--- src/rtl/board_io_pio.sv ---
// board_io_pio: board-pin conditioner sitting between KEY/SW/LED pins and the
// PIO exports. Inputs are polarity-normalised, synchronised, debounced and
// edge-captured into sticky maskable flags; LEDs get per-bit blink gating and
// output polarity handling. Everything runs on clk with a synchronous,
// active-low reset.
module board_io_pio #(
    parameter int IN_WIDTH        = 4,
    parameter int LED_WIDTH       = 8,
    parameter int IN_ACTIVE_LOW   = 1,
    parameter int LED_ACTIVE_LOW  = 1,
    parameter int DEBOUNCE_CYCLES = 500000,
    parameter int DB_CNT_W        = 20,
    parameter int EDGE_MODE       = 0,
    parameter int BLINK_DIV_W     = 24
) (
    input  logic                 clk,
    input  logic                 reset_n,
    input  logic [IN_WIDTH-1:0]  in_raw,
    output logic [IN_WIDTH-1:0]  in_level,
    output logic [IN_WIDTH-1:0]  edge_capture,
    input  logic [IN_WIDTH-1:0]  edge_clear,
    input  logic [IN_WIDTH-1:0]  irq_mask,
    output logic                 irq,
    input  logic [LED_WIDTH-1:0] led_value,
    input  logic [LED_WIDTH-1:0] led_blink_en,
    output logic [LED_WIDTH-1:0] led_out
);

    // Inversion masks so that everything internal is active-high.
    localparam logic [IN_WIDTH-1:0]  IN_INV  = (IN_ACTIVE_LOW != 0)  ? {IN_WIDTH{1'b1}}  : {IN_WIDTH{1'b0}};
    localparam logic [LED_WIDTH-1:0] LED_INV = (LED_ACTIVE_LOW != 0) ? {LED_WIDTH{1'b1}} : {LED_WIDTH{1'b0}};
    // Terminal count: the change is accepted on the cycle the counter sits here.
    localparam logic [DB_CNT_W-1:0]  DB_MAX  = DB_CNT_W'(DEBOUNCE_CYCLES - 1);

    logic [IN_WIDTH-1:0]    sync1_reg;
    logic [IN_WIDTH-1:0]    sync2_reg;
    logic [IN_WIDTH-1:0]    in_level_reg;
    logic [IN_WIDTH-1:0]    edge_capture_reg;
    logic [IN_WIDTH-1:0]    edge_capture_next;
    logic [IN_WIDTH-1:0]    differ;
    logic [IN_WIDTH-1:0]    accept;
    logic [IN_WIDTH-1:0]    rise;
    logic [IN_WIDTH-1:0]    fall;
    logic [IN_WIDTH-1:0]    edge_set;
    logic [DB_CNT_W-1:0]    db_cnt_reg [IN_WIDTH];

    logic [BLINK_DIV_W-1:0] blink_div_reg;
    logic                   blink_phase;
    logic [LED_WIDTH-1:0]   led_on;
    logic [LED_WIDTH-1:0]   led_out_reg;

    // Two-flop synchroniser on the polarity-normalised raw inputs.
    always_ff @(posedge clk) begin
        if (!reset_n) begin
            sync1_reg <= '0;
            sync2_reg <= '0;
        end else begin
            sync1_reg <= in_raw ^ IN_INV;
            sync2_reg <= sync1_reg;
        end
    end

    // Per-channel debounce: count consecutive cycles the synchronised input
    // disagrees with the accepted level; any agreement restarts the count.
    generate
        for (genvar gi = 0; gi < IN_WIDTH; gi++) begin : g_db
            assign differ[gi] = sync2_reg[gi] ^ in_level_reg[gi];
            assign accept[gi] = differ[gi] && (db_cnt_reg[gi] == DB_MAX);

            // Debounce counter for this channel.
            always_ff @(posedge clk) begin
                if (!reset_n) begin
                    db_cnt_reg[gi] <= '0;
                end else if (!differ[gi] || accept[gi]) begin
                    db_cnt_reg[gi] <= '0;
                end else begin
                    db_cnt_reg[gi] <= db_cnt_reg[gi] + 1'b1;
                end
            end
        end
    endgenerate

    // An accepted change always flips the level, so direction follows from
    // the level before the flip.
    assign rise = accept & ~in_level_reg;
    assign fall = accept & in_level_reg;

    // Select which level transitions raise a capture flag.
    always_comb begin
        edge_set = rise;
        if (EDGE_MODE == 1) begin
            edge_set = fall;
        end else if (EDGE_MODE == 2) begin
            edge_set = rise | fall;
        end
    end

    // Clear first, then OR in new events so a same-cycle set is never lost.
    assign edge_capture_next = (edge_capture_reg & ~edge_clear) | edge_set;

    // Accepted level and sticky edge flags.
    always_ff @(posedge clk) begin
        if (!reset_n) begin
            in_level_reg     <= '0;
            edge_capture_reg <= '0;
        end else begin
            in_level_reg     <= in_level_reg ^ accept;
            edge_capture_reg <= edge_capture_next;
        end
    end

    // Free-running blink divider; its MSB gives a 50% duty phase.
    always_ff @(posedge clk) begin
        if (!reset_n) begin
            blink_div_reg <= '0;
        end else begin
            blink_div_reg <= blink_div_reg + 1'b1;
        end
    end

    assign blink_phase = blink_div_reg[BLINK_DIV_W-1];
    assign led_on      = led_value & (~led_blink_en | {LED_WIDTH{blink_phase}});

    // Registered LED pins with board polarity applied; reset shows all off.
    always_ff @(posedge clk) begin
        if (!reset_n) begin
            led_out_reg <= LED_INV;
        end else begin
            led_out_reg <= led_on ^ LED_INV;
        end
    end

    assign in_level     = in_level_reg;
    assign edge_capture = edge_capture_reg;
    assign irq          = |(edge_capture_reg & irq_mask);
    assign led_out      = led_out_reg;

endmodule

--- config.mk ---
export PLATFORM = sky130hd
export DESIGN_NAME = board_io_pio
export DESIGN_NICKNAME = d
export VERILOG_FILES = /design/src/rtl/board_io_pio.sv
export SDC_FILE = /design/constraint.sdc
export NUM_CORES = 1
export LEC_CHECK = 0
export ABC_CLOCK_PERIOD_IN_PS = 5950
export CORE_UTILIZATION = 37
export DETAILED_ROUTE_END_ITERATION = 12
export PLACE_DENSITY = 0.57
export SLEW_MARGIN = 20
export SYNTH_ARGS = -nofsm -noshare
export SYNTH_HDL_FRONTEND = slang
export SYNTH_SLANG_ARGS = --single-unit
--- constraint.sdc ---
create_clock -name clk -period 5.95 [get_ports clk]
set_clock_uncertainty 0.1 [all_clocks]
set_input_delay 0.8925 -clock clk [delete_from_list [all_inputs] [get_ports clk]]
set_output_delay 0.8925 -clock clk [all_outputs]
set_load 0.03 [all_outputs]
After elaboration in Yosys (flattened, before gate mapping). Memories as Yosys holds them, arrays and structs flattened. Index checks and enable logic that the tools add are counted.

Multiplexer cells: 33. Bitwise logic cells: 24. Equality and inequality tests: 4. Shifts and indexed selects: 0. Add/subtract/negate cells: 5. $lt $le $gt $ge: 0. Multiply operators: 0. Reductions and logical operators: 13. Div/mod/pow operators: 0.

Operator list (number): $mux 20 (8); $add 20x1->20 const B (4); $eq 20x19->1 const B (4); $mux 1 (25); $add 24x1->24 const B (1); $not 8->8 (2); $and 4x4->4 (3); $not 4->4 (3); $and 8x8->8 (1); $or 1x1->1 (8); $or 8x8->8 (1); $logic_and 1x1->1 (4); $logic_not 1->1 (4); $logic_or 1x1->1 (4); $or 4x4->4 (1); $reduce_or 4->1 (1); $xor 1x1->1 (4); $xor 4x4->4 (1).

Word-level logic and storage cells: 86. ROM bits: 0. Register bits: 48. Output and inout port bits: 17. Memory bits (writable): 80. Memories kept: 1. Input port bits: 30. Bits in latches: 0.

Memories: db_cnt_reg (words 4, bits a word 20, rd ports 4, clocked after memory_dff 0, wr ports 4, RTL line 45) `logic [DB_CNT_W-1:0] db_cnt_reg [IN_WIDTH];`.

Logic depth before layout (Yosys ltp).
Word-level depth: 8. Mapped depth: 7. Mapped depth without buffers: 5.

Worst setup path after synthesis. No wires, ideal clock.

Path type: register to register. From: memory db_cnt_reg[1][14]. To: memory db_cnt_reg[1][18], data pin. Required time: 5.586 ns. Clock period less this slack: 2.348 ns. Stages on the path, launching flop included: 6. Setup slack: 3.602 ns. Arrival: 1.984 ns. Buffers on the path: 1. Setup time: 0.264 ns. Path through: edfxtp_1 or4b_2 or4b_4 o21ai_1 buf_4 a21oi_1.

RTL lines (RTL line): from (decl) (45).

Worst setup path in the final report.
From: input port irq_mask[0]. To: output port irq.

Word-level cells in the longest chain between the ends: 2.

RTL lines: from (decl) (RTL line 22) `input logic [IN_WIDTH-1:0] irq_mask,`; $and 4x4->4 (RTL line 135) `assign irq = |(edge_capture_reg & irq_mask);`; $reduce_or 4->1 (RTL line 135); to (decl) (RTL line 23) `output logic irq,`.

Every way passes these cells.

==> impl_results.md <==
* Die ar. at about 18000 sq um
* Pins Over Slew Limit at 0
* Worst endpoint data arrival time at ~2400 ps
* Period minus WS final at 3360 ps
* Port Buffers at between 40 and 50
* Drt via density at 4.90
* FF-to-FF path depth at 4
* Crit path cell chain: clkdlybuf4s50_1 -> a22oi_1 -> nand2_1 -> clkdlybuf4s50_1
* Setup TNS at 0 ps
* Synthesis-stage register bit count at ~130
* 1st-iter DRT viols at about 240
* RSZ-0062 raised after global routing: false
* Gr usage total at 0.152
* Remaining antenna violation count at 0
* VDD IR max at just over 0.2 mV
* I/O Pins at 47
* Clk Latency, worst-skew pair at about 420 ps
* Mapped Cells at 630
* Share of cells above drive strength 1 at 0.0467
* FILL cells at 1591
* DR DRC count at 0
* Clock share of power at 0.475
* Synth async-reset ratio at 0
* H-tree depth at 4
* Leakage at between 2 and 3 nW
* Sink Count at ~130
* CTS hold repair buffers at 0
* DP HPWL at between 8 and 9 mm
* Cell variety after synth at 47
* Max cap viols at 0
* Die W at 133 um
* Antenna violations before repair at 0
* CTS clk-pin slew, worst paths at 50 ps
* Max_slew headroom at 0.458
* Post-CTS Repair Setup Buffers at 0
* Pre-antenna DRT Iters at 4
* Vias in the first global route at 4808
* CP max FO at 1
* Commonest non-fill, non-tap cell in the layout: nor2_1
* Critical path required time at 4960 ps
* Worst stage delay on the critical path at slightly above 600 ps
* TritonCTS clock tree: built
* Switch Pwr at 0.000441 W
* Post-route setup slack at around 2600 ps
* Predominant post-synthesis flop cell: edfxtp_1
* Worst Tran Pin Value at between 800 and 900 ps
* Most frequent cells in the layout: 84 x nor2_1, 80 x edfxtp_1, 80 x conb_1, 48 x dfxtp_1, 46 x clkdlybuf4s50_1
* Final hold vios at 0
* Post-Syn Area at ~6300 sq um
* Clk root buf: clkbuf_16
* Via count at approximately 4900
* Nets at around 790
* Clock buffer depth at 2
* Largest net degree at the start of global routing at 37
* Dpl ws at between 2000 and 2500 ps
* Diodes inserted at 0
* Layout Utilization at 0.473
* Total CTS buffers at 17
* Total wire length at 12.4 mm
* Worst Setup Start Kind: primary input
* Layout area overhead at 24.3%
* First-pass GRT wire length at ~22 mm
* Core Region at about 17000 sq um
* R2R setup slack at 3190 ps
* Avg Inst Size Synth at just over 10 sq um
* Post-synthesis sequential area ratio at 0.531
* Crit path top cell by count: clkdlybuf4s50_1
* Total congestion overflow at 0
* EDFF count, synth at 80
* Power share of the sequential group at 0.481
* Gpl congestion at ~0.77
* Drt wl/cell at ~13 um
* Number of gates resized after CTS at 0
* Hold depth at 1
* Slowest CP cell: clkdlybuf4s50_1
* Sw Share at 0.211
* Int Power at between 0.0015 and 0.002 W
* YS warnings at 0
* # rows at 47
* Crit. End Element: primary output
* Kind of critical path: in -> out
* Initial core utilization at 0.381
* Combinational Power Share at 0.044
* Max FFs per register at 80
* Count of final setup violators at 0
* Min-delay worst type: reg -> reg
* Outcome: completed
* Fmax at approximately 0.30 GHz
* Tcrit/Tclk final at 0.565
* Vert. Die Dim at around 130 um
* Pwr/cell area at between 200 and 300 nW/um^2
power groups by stage:
| stage | combinational [W] | clock, W | sequential (W) |
|---|---|---|---|
| 2_1_floorplan | 0.0000550 | 0 | 0.00102 |
| 3_3_place_gp | 0.0000887 | 0 | 0.00102 |
| 3_5_place_dp | 0.0000902 | 0 | 0.00102 |
| 4_1_cts | 0.0000909 | 0.00102 | 0.00101 |
| 5_1_grt | 0.000103 | 0.00105 | 0.00101 |
| 6_report | 0.0000911 | 0.000992 | 0.00101 |
worst max-delay path: cells and delay by family:
| kind | cells | cell delay, ps |
|---|---|---|
| AOI/OAI and AO/OA | 1 | 360 |
| and+or+nand+nor | 1 | 100 |
| buffers and inverters | 2 | 1010 |
synth_stat cells (2+ instances only):
master	instances	share of area
a22oi_1	2	0.0024
clkbuf_1	10	0.0059
ha_1	5	0.0099
and2_1	6	0.0059
nand4_1	28	0.028
or4b_1	2	0.0032
nand3_1	38	0.030
nand2_1	35	0.021
and4_1	7	0.0097
o211ai_1	8	0.0095
xnor2_1	39	0.054
nand2b_1	10	0.0099
a21oi_1	30	0.024
or4b_2	2	0.0032
or4_1	20	0.024
mux2i_1	7	0.011
o31ai_1	11	0.013
and3_1	7	0.0069
buf_2	3	0.0024
nor2b_1	2	0.0020
nor2_1	84	0.050
dfxtp_1	48	0.15
xor2_1	26	0.036
nor4_1	10	0.0099
or3_1	16	0.016
buf_4	4	0.0047
inv_1	31	0.018
nor3_1	20	0.016
nand4b_1	3	0.0041
o21ai_0	15	0.012
buf_1	2	0.0012
o21a_1	5	0.0059
edfxtp_1	80	0.38
per-layer routing:
layer / track usage / wire length [um] / part of all wire / vias to the layer above
met2: 0.271 / 6460 / 0.52 / 30
met1: 0.168 / 5430 / 0.44 / 2330
met3: 0.0383 / 289 / 0.023 / 20
met4: 0.0741 / 238 / 0.019 / 0
li1: - / - / - / 2478
met5: 0 / 0 / 0 / -
per-stage QoR:
| stage | hold slack (ps) | power, W | instances | cell area [sq um] |
|---|---|---|---|---|
| floorplan | 312 | 0.00107 | 709 | 6630 |
| global placement | 314 | 0.00111 | 959 | 7300 |
| detailed placement | 327 | 0.00111 | 959 | 7300 |
| CTS | 341 | 0.00212 | 991 | 7870 |
| global route | 360 | 0.00217 | 991 | 7880 |
| finish | 338 | 0.00209 | 991 | 7880 |
final timing paths:
check	startpoint	endpoint
min reg2reg	sync1_reg[1]$_SDFF_PN0_	sync2_reg[1]$_SDFF_PN0_
max	irq_mask[0]	irq
min	sync1_reg[1]$_SDFF_PN0_	sync2_reg[1]$_SDFF_PN0_
max reg2reg	db_cnt_reg[0][14]$_SDFFCE_PN0P_	db_cnt_reg[0][5]$_SDFFCE_PN0P_
kinds of logic (layout without fill, tap and decap cells):
group	count (synthesis)	count (layout)	share of synthesized area
fa+ha+maj	5	5	0.00988
other cells	1	80	0.000592
mux	7	7	0.0111
xor+xnor	65	65	0.0899
flops	128	128	0.531
buf+inv	51	113	0.0332
compound gates	78	78	0.0762
simple gates	295	295	0.248
layout make-up:
| cell class | instances | area, sq um | share of cell area |
|---|---|---|---|
| flip-flops and latches | 128 | 3360 | 0.427 |
| multi-input cells | 530 | 3060 | 0.389 |
| clock buffers | 29 | 556 | 0.0705 |
| repair buffers | 49 | 483 | 0.0613 |
| well taps | 220 | 275 | 0.0349 |
| inverters | 32 | 120 | 0.0153 |
| clock inverters | 3 | 15.0 | 0.00191 |
No activity file was read; power rests on OpenSTA's default activity.
